[config.mk]
export PLATFORM = sky130hd
export DESIGN_NAME = pwm_sample_sequencer
export DESIGN_NICKNAME = d
export VERILOG_FILES = /design/src/rtl/pwm_sample_sequencer.sv
export SDC_FILE = /design/constraint.sdc
export NUM_CORES = 1
export LEC_CHECK = 0
export ABC_AREA = 1
export CORE_MARGIN = 2
export CORE_UTILIZATION = 40
export CTS_BUF_LIST = sky130_fd_sc_hd__clkbuf_8
export DETAILED_ROUTE_END_ITERATION = 8
export GPL_ROUTABILITY_DRIVEN = 1
export GPL_TIMING_DRIVEN = 1
export PLACE_DENSITY = 0.6
export SLEW_MARGIN = 20
export SYNTH_ARGS = -nofsm -noshare
export SYNTH_HDL_FRONTEND = slang
export SYNTH_SLANG_ARGS = --single-unit
[constraint.sdc]
create_clock -name clk -period 2 [get_ports clk]
set_input_delay 0.5 -clock clk [delete_from_list [all_inputs] [get_ports clk]]
set_output_delay 0.5 -clock clk [all_outputs]
set_load 0.05 [all_outputs]
[src/rtl/pwm_sample_sequencer.sv]
// Paces buffered 16-bit audio samples into the PWM reducer once per sample tick
// and loads the reducer's answer into the PWM level register.
module pwm_sample_sequencer #(
    parameter int CLK_DIV    = 3125,
    parameter int FIFO_DEPTH = 8,
    parameter int TIMEOUT    = 15
) (
    input  logic                          clk,
    input  logic                          rst,
    input  logic [15:0]                   in_data,
    input  logic                          in_valid,
    output logic                          in_ready,
    output logic [15:0]                   red_in,
    output logic                          red_start,
    input  logic [15:0]                   red_out,
    input  logic                          red_rdy,
    output logic [15:0]                   pwm_level,
    output logic                          pwm_load,
    output logic [$clog2(FIFO_DEPTH):0]   fifo_count,
    output logic                          underrun,
    output logic                          late,
    output logic                          timeout_err
);

    localparam int PW = $clog2(FIFO_DEPTH);
    localparam int CW = $clog2(FIFO_DEPTH) + 1;
    localparam int WW = $clog2(TIMEOUT + 1);

    typedef enum logic [1:0] {
        S_IDLE  = 2'd0,
        S_ISSUE = 2'd1,
        S_WAIT  = 2'd2,
        S_LOAD  = 2'd3
    } state_t;

    state_t          state_r;
    state_t          state_s;
    logic [15:0]     tick_cnt_r;
    logic            tick_s;
    logic [15:0]     mem_r [FIFO_DEPTH];
    logic [PW-1:0]   wr_ptr_r;
    logic [PW-1:0]   rd_ptr_r;
    logic [CW-1:0]   count_r;
    logic [WW-1:0]   wait_cnt_r;
    logic            empty_s;
    logic            full_s;
    logic            push_s;
    logic            pop_s;
    logic            underrun_s;
    logic            late_s;
    logic            timeout_s;
    logic            latch_s;
    logic            inc_wait_s;

    assign tick_s     = (tick_cnt_r == 16'(CLK_DIV - 1));
    assign empty_s    = (count_r == {CW{1'b0}});
    assign full_s     = (count_r == CW'(FIFO_DEPTH));
    assign push_s     = in_valid & ~full_s;
    assign in_ready   = ~full_s;
    assign fifo_count = count_r;

    // Free-running sample-rate divider.
    always_ff @(posedge clk) begin
        if (rst) begin
            tick_cnt_r <= 16'd0;
        end else if (tick_s) begin
            tick_cnt_r <= 16'd0;
        end else begin
            tick_cnt_r <= tick_cnt_r + 16'd1;
        end
    end

    // Sample storage; contents are don't-care while the FIFO is empty.
    always_ff @(posedge clk) begin
        if (push_s) begin
            mem_r[wr_ptr_r] <= in_data;
        end
    end

    // Next-state and per-cycle event decode. Pop only sees registered occupancy,
    // so a sample pushed into an empty FIFO waits for the following tick.
    always_comb begin
        state_s    = state_r;
        pop_s      = 1'b0;
        underrun_s = 1'b0;
        late_s     = 1'b0;
        timeout_s  = 1'b0;
        latch_s    = 1'b0;
        inc_wait_s = 1'b0;
        case (state_r)
            S_IDLE: begin
                if (tick_s && !empty_s) begin
                    pop_s   = 1'b1;
                    state_s = S_ISSUE;
                end else if (tick_s) begin
                    underrun_s = 1'b1;
                end else begin
                    state_s = S_IDLE;
                end
            end
            S_ISSUE: begin
                late_s  = tick_s;
                state_s = S_WAIT;
            end
            S_WAIT: begin
                late_s = tick_s;
                if (red_rdy) begin
                    latch_s = 1'b1;
                    state_s = S_LOAD;
                end else if (wait_cnt_r == WW'(TIMEOUT - 1)) begin
                    timeout_s = 1'b1;
                    state_s   = S_IDLE;
                end else begin
                    inc_wait_s = 1'b1;
                end
            end
            S_LOAD: begin
                late_s  = tick_s;
                state_s = S_IDLE;
            end
            default: begin
                state_s = S_IDLE;
            end
        endcase
    end

    // Control state, FIFO pointers and all registered outputs.
    always_ff @(posedge clk) begin
        if (rst) begin
            state_r     <= S_IDLE;
            wr_ptr_r    <= {PW{1'b0}};
            rd_ptr_r    <= {PW{1'b0}};
            count_r     <= {CW{1'b0}};
            wait_cnt_r  <= {WW{1'b0}};
            red_in      <= 16'd0;
            red_start   <= 1'b0;
            pwm_level   <= 16'd0;
            pwm_load    <= 1'b0;
            underrun    <= 1'b0;
            late        <= 1'b0;
            timeout_err <= 1'b0;
        end else begin
            state_r <= state_s;
            if (push_s) begin
                wr_ptr_r <= wr_ptr_r + PW'(1);
            end
            if (pop_s) begin
                rd_ptr_r <= rd_ptr_r + PW'(1);
                red_in   <= mem_r[rd_ptr_r];
            end
            case ({push_s, pop_s})
                2'b10:   count_r <= count_r + CW'(1);
                2'b01:   count_r <= count_r - CW'(1);
                default: count_r <= count_r;
            endcase
            if (state_r == S_ISSUE) begin
                wait_cnt_r <= {WW{1'b0}};
            end else if (inc_wait_s) begin
                wait_cnt_r <= wait_cnt_r + WW'(1);
            end
            red_start <= (state_s == S_ISSUE);
            pwm_load  <= latch_s;
            if (latch_s) begin
                pwm_level <= red_out;
            end
            underrun    <= underrun_s;
            late        <= late_s;
            timeout_err <= timeout_s;
        end
    end

endmodule

After elaboration in Yosys (flattened, before gate mapping)
Memories as Yosys holds them, arrays and structs flattened. A register that Yosys moved wholly into a read port is not among the register bits.
Cells that the tools add are included.
- register bits after elaboration: 53
- memory bits (writable): 128
- memories: 1
- add/sub/neg operators: 6
- equal/unequal tests: 9
- muxes and demuxes: 17
- bitwise gates (word level): 5
- reduce and logical (&&, ||, !) cells: 11
- memories (name ; words ; width ; rd ports ; clocked after Yosys merged registers in ; write ports ; RTL line ; text):
    mem_r ; 8 ; 16 ; 1 ; 1 ; 1 ; 40 ; logic [15:0] mem_r [FIFO_DEPTH];
- operators with widths (kind ; count):
    $add 16x1->16 const B ; 1
    $eq 16x12->1 const B ; 1
    $mux 1 ; 11
    $reduce_or 3->1 ; 3
    $add 4x1->4 const B ; 2
    $eq 4x4->1 const B ; 2
    $mux 2 ; 4
    $pmux 2 s4 ; 1
    $pmux 4 s2 ; 1
    $add 3x1->3 const B ; 2
    $eq 2x1->1 const B ; 3
    $eq 2x2->1 const B ; 3
    $reduce_or 2->1 ; 3
    $logic_not 4->1 ; 1
    $not 1->1 ; 4
    $sub 4x1->4 const B ; 1
    $logic_not 2->1 ; 1
    $reduce_bool 2->1 ; 1
    $and 1x1->1 ; 1
    $logic_and 1x1->1 ; 1
    $logic_not 1->1 ; 1

Longest topological paths before layout
- word-level depth: 7
- depth in mapped cells: 17

Least setup slack after synthesis
OpenSTA, ideal clock, no wires.
- path type: register to register
- from: register count_r[0] (netlist: fifo_count[0])
- to: memory mem_r[5][0], enable pin
- setup time: 0.388 ns
- data arrival time: 2.419 ns
- required time: 1.612 ns
- path slack: -0.808 ns
- cell stages (with the launch flop): 7
- buffers on the path: 0
- cell sequence: dfxtp_1 -> nor2_1 -> nand3_1 -> nand2_1 -> nor2_1 -> inv_1 -> nor2_1
- longest elaborated chain between the ends: 5
- ends and longest elaborated chain (what ; RTL line ; text):
    from (decl) ; 43 ; logic [CW-1:0] count_r;
    from (signal assigned) ; 133 ; count_r <= {CW{1'b0}};
    from (signal assigned) ; 152 ; 2'b10: count_r <= count_r + CW'(1);
    from (signal assigned) ; 153 ; 2'b01: count_r <= count_r - CW'(1);
    $eq 4x4->1 ; 57 ; assign full_s = (count_r == CW'(FIFO_DEPTH));
    $not 1->1 ; n/a ;
    via in_ready ; 12 ; output logic in_ready,
    $and 1x1->1 ; 58 ; assign push_s = in_valid & ~full_s;
    $mux 1 ; 75 ; if (push_s) begin
    $mux 1 (not written as such) ; 76 ; mem_r[wr_ptr_r] <= in_data;
    to (decl) ; 40 ;
The timed path passes the listed nets, and every way through them passes these cells.

Worst setup path after layout
- from: register tick_cnt_r[1]
- to: register count_r[2] (netlist: fifo_count[2])
- longest elaborated chain between the ends: 6
- elaborated cells on any way between the ends: 8
- ends and longest elaborated chain (what ; RTL line ; text):
    from (decl) ; 38 ; logic [15:0] tick_cnt_r;
    from (signal assigned) ; 69 ; tick_cnt_r <= tick_cnt_r + 16'd1;
    $eq 16x12->1 (*) ; 55 ; assign tick_s = (tick_cnt_r == 16'(CLK_DIV - 1));
    $logic_and 1x1->1 (*) ; 92 ; if (tick_s && !empty_s) begin
    $mux 1 (*) ; 92 ;
    $mux 1 (*) ; 90 ; case (state_r)
    $eq 2x1->1 or $eq 2x2->1 (tied branches) ; 151 ; case ({push_s, pop_s})
    $pmux 4 s2 or $reduce_bool 2->1 (tied branches) ; n/a ;
    to (signal assigned) ; 152 ;
    to (signal assigned) ; 153 ;
    to (signal assigned) ; 154 ; default: count_r <= count_r;
Mark *: on every way between the ends. The rest lies on a longest branch, timed or not.
A chain may end at the register's enable or synchronous reset.

==> impl_metrics.ini <==
[clock_network]
clockRootBuffer = clkbuf_8
cts_max_path_buffers = 2
cts-hold-fix-buffers = 0
clock_latency_ns = 0.48
cts_num_sinks = 197
clk_pin_slew_ns = 0.10
h-tree-depth = 4
cts_tree = yes
numCtsBuffers = 17

[layout]
regArea_um2 = 5250
diodes = 0
area_delta_synth_final_pct = 22.4
fillers = 1857
fin_area_um2 = 9960
final_core_util_pct = 49.5
nNetsFinal = 988
drive_above_1_share_pct = 16.8
multiInputGateArea_um2 = 2640

[setup_path]
endpoint_kind = flip-flop
start_kind = flip-flop
r2r_slack_ns = 0.07
cp_max_fo = 3
arrival_ns = 2.30
crit_required_ns = 2.37
critPathKind = reg2reg

[yosys]
synthTopCellsByCount = 202 x nor2_1, 140 x nand2_1, 128 x edfxtp_1
yosysWarnings = 0
syn_inst = 834
yosys.area_share.simple_pct = 21.3
synth_top_cell_by_area = edfxtp_1
synthMuxAreaShare_pct = 0
ys_seq_elements = 197
synth-xor-area-share_pct = 0.861
ys_seq_area_share_pct = 64.2
synth_top_family_by_area = simple AND/OR/NAND/NOR gates
dominantRegCellSynth = edfxtp_1
synth_compound_area_share_pct = 7.68
synth_nets = 879
synth_top_cell_area_share_pct = 47.3
synth_fa_ha_area_share_pct = 1.38
synth_edf_count = 128
syn_area_per_cell_um2 = 9.75
synth.most_common_cell = nor2_1
synth_cell_types = 33
synth_area_leaders = edfxtp_1 47%, dfxtp_1 17%, nor2_1 9.3%
syn_area_um2 = 8130
synthArstFlopShare_pct = 0

[power_and_ir_drop]
p_leak_uw = 0.00386
ir_worst_vdd_mv = 0.476
p_per_area_nw_per_um2 = 763
fin_total_pwr_uw = 7590

[sta]
maxSlewHeadroom_pct = 50.9
slew_viol_final = 0
rsz0062_at_grt = yes
finalSetupViolations = 0
fin_setup_tns_ns = 0
fin_crit_ns = 1.93
fin_worst_skew_ns = 0.0183
finalHoldViolations = 0
fmax_mhz = 518
period_share_pct = 96.6
timing.hold.ws_ns = 0.465
max_slew.worst_pin.slew_ns = 0.736

[hold_path]
hold_class = reg2reg

[floorplanning]
die-area_um2 = 21500
fp.coreArea_um2 = 20100
num_rows = 52
io_pins = 78
die_x_um = 147
start_util_pct = 40.5
die_h_um = 147

[status]
status = complete, no violations

[global_route]
antenna_found_initial = 0
grt_pass1_wl_mm = 29.0
grt_overflow = 0
grt_usage_pct = 17.3
grt_pass1_vias = 5479
grt_max_degree = 51

[routing]
finalWirelength_mm = 18.3
first_pass_iters = 4
avgRoutedWirePerCell_um = 14.9
vias = 5851
vias_per_cell = 4.77
drt_iter0_markers = 351
drtAntennaViolNets = 0
route.detailed.drc = 0

[job]
drv_cap = 0

[placement]
place_congestion = 0.775
dp_hpwl_mm = 11.8
io_buffers = 77
placed_area_um2 = 9460
[metrics by stage]
stage,setup WS [ns],cells
after detailed placement,-0.161,1185
after global routing,-0.0452,1226
final,0.0686,1226
after CTS,0.0256,1224
after global placement,-0.116,1185
after floorplan,-0.143,834
[placed cells by master, fill, tap and decap left out, drive strengths merged]
cell,synthesis,layout
nand4,6,6
clkdlybuf4s50,0,35
dfxtp,69,69
a31oi,1,1
bufinv,0,2
clkinv,0,2
a211oi,1,1
nor2,216,216
nor4,2,2
and3,1,1
clkbuf,10,18
nor3b,3,3
xor2,5,5
xnor2,3,3
buf,27,74
ha,9,9
dlygate4sd2,0,18
a21oi,32,32
clkinvlp,0,2
nand3b,1,1
or2,2,2
o21ai,90,90
nor3,6,6
inv,42,50
edfxtp,128,128
nand3,35,35
nand2,145,145
[registers in the layout, summed over array words and instances, names as in the netlist]
name,cells
pwm_level,16
fifo_count,4
wait_cnt_r,4
pwm_load,1
mem_r,128
wr_ptr_r,3
red_in,16
state_r,2
late,1
rd_ptr_r,3
tick_cnt_r,16
timeout_err,1
underrun,1
red_start,1
[metal layers]
metal | vias to the layer above | wire length (µm) | global-route usage, %
li1 | 2994 | - | -
met1 | 2760 | 8570 | 23.1
met2 | 84 | 9020 | 29.3
met3 | 13 | 470 | 3.03
met4 | 0 | 186 | 4.56
met5 | - | 0 | 0
[layout make-up]
cell class | count | area share [%]
flip-flops and latches | 197 | 52.7
multi-input cells | 558 | 26.5
repair buffers | 127 | 11.7
well taps | 270 | 3.39
clock buffers | 18 | 2.49
clock inverters | 14 | 1.65
inverters | 42 | 1.58
[power breakdown]
group | total [µW] | internal [µW] | leakage (µW) | switching [µW]
sequential | 4450 | 4420 | 0.00172 | 36.8
combinational | 489 | 195 | 0.00193 | 294
clock | 2650 | 1180 | 0.000209 | 1460
[timing repair]
| item | CTS | global route |
|---|---|---|
| setup endpoints to repair | 19 | 6 |
| pin swaps | 2 | 13 |
| setup buffers | 7 | 2 |
| gates resized for setup | 19 | 17 |
[critical path, cell delays in order, from the launching register on]
cell     delay, ns
dfxtp_2       0.33
inv_1         0.05
ha_2          0.18
nand3_2       0.08
nor2_4        0.10
nand2_2       0.08
nor2_4        0.13
ha_4          0.15
nand2_1       0.06
inv_2         0.06
nor2_2        0.04
ha_2          0.18
a21oi_2       0.11
xnor2_1       0.08
o21ai_1       0.14
inv_1         0.05
[final timing paths]
check / cells after the start / startpoint / endpoint
worst min register to register: 2 / pwm_level[6]$_SDFFE_PP0P_ / pwm_level[6]$_SDFFE_PP0P_
worst min-delay path: 2 / pwm_level[6]$_SDFFE_PP0P_ / pwm_level[6]$_SDFFE_PP0P_
worst max-delay path: 15 / tick_cnt_r[1]$_SDFF_PP0_ / fifo_count[2]$_SDFFE_PP0P_
worst max register to register: 15 / tick_cnt_r[1]$_SDFF_PP0_ / fifo_count[2]$_SDFFE_PP0P_
[logic make-up after synthesis]
logic type | Yosys count
XOR/XNOR | 8
buffers and inverters | 79
adder cells (fa/ha/maj) | 9
AO/OA/AOI/OAI | 124
flip-flops | 197
AND/OR/NAND/NOR | 417
Power figures use the tool's default switching activity.
